File: src/rtl/mux_4to1.sv
// Four-way word multiplexer with a one-cycle registered output, valid flag and echoed select.
// Define MUX_4TO1_COMB_OUT_EN to build it as a purely combinational mux with no flops.
module mux_4to1 #(
    parameter int              BITS      = 4,
    parameter logic [BITS-1:0] RESET_VAL = '0
) (
    input  logic            clk,
    input  logic            rst,
    input  logic            in_valid,
    input  logic [BITS-1:0] in0,
    input  logic [BITS-1:0] in1,
    input  logic [BITS-1:0] in2,
    input  logic [BITS-1:0] in3,
    input  logic [1:0]      sel,
    output logic [BITS-1:0] out,
    output logic            out_valid,
    output logic [1:0]      sel_q
);

    logic [BITS-1:0] w_in [4];
    logic [BITS-1:0] w_sel_word;

    assign w_in[0] = in0;
    assign w_in[1] = in1;
    assign w_in[2] = in2;
    assign w_in[3] = in3;

    // All four select codes map to a real input, so no default word exists.
    assign w_sel_word = w_in[sel];

`ifdef MUX_4TO1_COMB_OUT_EN

    assign out       = w_sel_word;
    assign out_valid = in_valid;
    assign sel_q     = sel;

`else

    logic [BITS-1:0] r_out;
    logic            r_out_valid;
    logic [1:0]      r_sel_q;

    // Data and select hold when no word is captured; only the valid flag drops.
    always_ff @(posedge clk) begin
        if (rst) begin
            r_out       <= RESET_VAL;
            r_out_valid <= 1'b0;
            r_sel_q     <= 2'd0;
        end else begin
            r_out_valid <= in_valid;
            if (in_valid) begin
                r_out   <= w_sel_word;
                r_sel_q <= sel;
            end
        end
    end

    assign out       = r_out;
    assign out_valid = r_out_valid;
    assign sel_q     = r_sel_q;

`endif

endmodule

File: config.mk
export PLATFORM = sky130hd
export DESIGN_NAME = mux_4to1
export DESIGN_NICKNAME = d
export VERILOG_FILES = /design/src/rtl/mux_4to1.sv
export SDC_FILE = /design/constraint.sdc
export NUM_CORES = 1
export LEC_CHECK = 0
export CELL_PAD_IN_SITES_DETAIL_PLACEMENT = 2
export CELL_PAD_IN_SITES_GLOBAL_PLACEMENT = 2
export CORE_MARGIN = 3
export CORE_UTILIZATION = 18
export DETAILED_ROUTE_END_ITERATION = 8
export PLACE_DENSITY_LB_ADDON = 0.1
export SLEW_MARGIN = 20
export SYNTH_ARGS = -nofsm -noshare
export SYNTH_HDL_FRONTEND = slang
export SYNTH_SLANG_ARGS = --single-unit
File: constraint.sdc
create_clock -name clk -period 2.2 [get_ports clk]
set_input_delay 0.33 -clock clk [delete_from_list [all_inputs] [get_ports clk]]
set_output_delay 0.33 -clock clk [all_outputs]
set_load 0.01 [all_outputs]
==> results.md <==
Worst setup path:
- Together, buffers and inverters on the worst path number 1.
- Data on the critical path arrives at its endpoint at around 1.6 ns.
- The endpoint identified for the worst register-to-register timing path is out[0].
- The critical-path cell with the highest stage delay is sky130_fd_sc_hd__clkdlybuf4s50_1.
- The depth of the worst register-to-register path is 2.
- At the worst endpoint, the required time is 2.32 ns.
- In this design, the stage delay of the slowest critical-path cell is 0.80 ns.
- The kind of critical path is input port to flop.
- The capturing element type of the critical path is a flop.
- The beginning of the critical path is sel[0].
- The reg-to-reg startpoint is out[0].
- The family with the most delay on the worst path is buffers and inverters.
- In this run the number of cells on the critical path is 3.
- The kind of start point of the critical path is an input port.
- Traced cell by cell, the critical path runs through clkdlybuf4s50_1 -> mux2i_1 -> o221ai_1.
- Of all nets on the critical path, the largest fanout is 9.
- The setup check on the worst reg-to-reg path leaves a slack of 1.25 ns.
- The termination of the worst setup path is out[1].

Drt:
- The detailed router finished its first iteration with 0 violations.
- The number of nets with antenna violations after routing is 0.
- After detailed routing, the average wire length per cell comes to 15.0 um.
- The via total after detailed routing is around 380.
- After detailed routing, the total wire length is 1290 um.
- The final routed DRC violation total is 0.
- For this run, the detailed router's first-pass iteration total came to 1.
- The post-detailed-route via-to-cell ratio is 4.37.

Placed design:
- Once placement finished, the instance area stood at 651 sq um.
- The global placement routability congestion is 0.657.
- The number of placed instances, taps included, is 82.
- The count of buffers inserted at the top-level ports is 27.
- The minimum setup slack after placement is 0.453 ns.
- After legalization and detailed placement, the total HPWL measured 1010 um.

Timing:
- Clock skew on the completed layout was measured at 0 ns.
- The highest clock frequency the design can meet is 676 MHz.
- The final setup slack of the worst path is 0.722 ns.
- The total setup violations reported at the end of the flow is 0.
- The worst hold slack is 0.505 ns.
- The final period utilization is 0.672.
- Measured against its own limit, the worst slew margin works out to 0.644.
- The clock period could shrink to 1.48 ns.
- The number of max-slew violations in the final report is 0.
- The hold violation count in the final report came to 0.
- Setup repair after global routing left no endpoint under its margin.
- The final sum of negative setup slack is 0 ns.
- At the pin with the least slew margin, the transition time is 0.532 ns.

Floorplan:
- The initial utilization of the core area, before any placement, comes to 0.201.
- From bottom edge to top edge, the die measures 50.8 um.
- From left edge to right edge, the die measures between 50 and 60 um.
- The core outline area is 1800 sq um.
- The floorplan has 15 rows.
- The overall die area is 2580 sq um.
- For this design the top-level I/O count stands at 28.

Final layout:
- The layout-stage area growth over the synthesis result is 87.2%.
- The final design instance area without fill is 677 sq um.
- The finished layout holds 86 standard cells, fillers aside.
- The antenna diode count is 0.
- The final core area utilization is 0.376.
- The final layout contains a little over 80 nets.
- The fill cell total of the finished layout is 213.
- In the final layout, the share of cells above drive strength 1 is 0.148.

CTS:
- The clock passes through at most 2 buffers.
- The number of hold buffers added after CTS was 0.
- The number of sinks handled by clock tree synthesis is 7.
- TritonCTS built the clock tree.
- Clock-pin slew was measured on the worst setup and hold paths at 0.05 ns.
- Buffers inserted during clock tree synthesis total 3.
- The clock reaches the later pin of the worst-skew pair after 0.25 ns.
- The post-CTS setup repair buffer count is 0.
- The root buffer selected by CTS is sky130_fd_sc_hd__clkbuf_4.
- CTS built an H-tree with a depth of 1.
- Once the clock tree was built, the resizer swapped 0 gates to a different size.

Synth:
- The cell type with the highest aggregate area in the netlist is sky130_fd_sc_hd__dfxtp_1.
- After synthesis, the cell types taking the most area are sky130_fd_sc_hd__dfxtp_1, sky130_fd_sc_hd__mux2i_1, sky130_fd_sc_hd__or3b_2.
- In this run the cell area of the synthesized design comes to 362 sq um.
- The count of cell types in the netlist is 11.
- The number of enable flip-flop cells after synthesis is 0.
- Synthesis produced a netlist whose cell count is 32.
- Sorting the synthesized cells by how often they occur yields sky130_fd_sc_hd__mux2i_1, sky130_fd_sc_hd__dfxtp_1, sky130_fd_sc_hd__or3b_2, sky130_fd_sc_hd__o221ai_1, sky130_fd_sc_hd__nor2_1.
- The dominant register cell in the synthesized netlist is sky130_fd_sc_hd__dfxtp_1.
- The part of the Yosys area used for sequential elements is 0.388.
- After synthesis, the share of flip-flops with an asynchronous set or reset is 0.
- The flop and latch count out of synthesis is 7.
- For this run, the number of Yosys warnings is 0.
- The share of synthesized area in the top cell type comes to 0.388.
- The number of nets handed over by synthesis was 53.
- The average instance in the mapped netlist occupies around 11 sq um.
- In the post-synthesis netlist, the cell with the most instances is sky130_fd_sc_hd__mux2i_1.

Global routing:
- Global routing finished with a remaining overflow of 0.
- The via count of the first global-routing pass is 437.
- Across every metal layer, demand over resource in global routing totals 0.114.
- The first global-routing pass estimated 2170 um of wire.
- The maximum number of pins on one net before global-route repair is 10.
- The initial antenna violation count is 0.

Worst hold path:
- The worst hold path begins at sel_q[1].
- The path class of the tightest hold or removal check is flop to flop.

Power and ir drop:
- The worst-case IR drop observed on VDD is 226 uV.
- The leakage power figure is 0.264 nW.
- The design draws 0.353 mW.
- In this run the power density over the cells is approximately 520 nW/um^2.

Status:
- The flow ran to the end, and the final reports show no timing, DRC or antenna violations.

Run:
- The number of max-cap violations is 0.
## tightest hold or removal path: stages, from the launching register on
cell                      delay (ns)
sky130_fd_sc_hd__dfxtp_1        0.33
sky130_fd_sc_hd__mux2i_1        0.07
sky130_fd_sc_hd__nor2_1         0.08
## sequential cells by signal, summed over array words and instances (netlist names)
register	flops
sel_q	2
out	4
out_valid	1
## kinds of logic after synthesis
kind of cell,synth area share
AOI/OAI and AO/OA,0.114
DFF,0.388
buffers and inverters,0.0346
and+or+nand+nor,0.187
muxes,0.277
## cells in the final DEF (no fill, tap or decap), drive strengths merged
cell	n
mux2i	10
dfxtp	7
nor2b	1
or3b	5
o221ai	4
clkdlybuf4s50	27
nand3b	1
clkbuf	4
nor2	2
## where the power goes
| group | internal, mW | leakage [nW] | switching [mW] | total, mW |
|---|---|---|---|---|
| Combinational | 0.0617 | 0.191 | 0.0312 | 0.0929 |
| Clock | 0.0694 | 0.0150 | 0.0503 | 0.120 |
| Sequential | 0.136 | 0.0578 | 0.00427 | 0.140 |
| Total | 0.267 | 0.264 | 0.0858 | 0.353 |
## metal layers
| layer | share of wire | wire length [um] | GRT usage | vias up |
|---|---|---|---|---|
| li1 | - | - | - | 183 |
| met1 | 0.43 | 558 | 0.127 | 169 |
| met2 | 0.46 | 595 | 0.183 | 22 |
| met3 | 0.10 | 129 | 0.0466 | 2 |
| met4 | 0.0039 | 5 | 0.0673 | 0 |
| met5 | 0 | 0 | 0 | - |
## worst min-delay path by stage
stage / endpoint / slack (ns) / cells after the start
after CTS: sel_q[1] / 0.51 / 2
final: sel_q[1] / 0.50 / 2
after floorplan: out_valid / 0.40 / 1
after global placement: sel_q[0] / 0.48 / 2
after global routing: sel_q[1] / 0.56 / 2
after detailed placement: sel_q[1] / 0.49 / 2
## cell type report
class | count | area [sq um] | area share
Clock buffer | 4 | 26.3 | 0.0388
Timing Repair Buffer | 27 | 270 | 0.399
Sequential cell | 7 | 140 | 0.207
Tap cell | 25 | 31.3 | 0.0462
Multi-Input combinational cell | 23 | 209 | 0.309
Note: power is estimated with default switching activity, not from simulation.
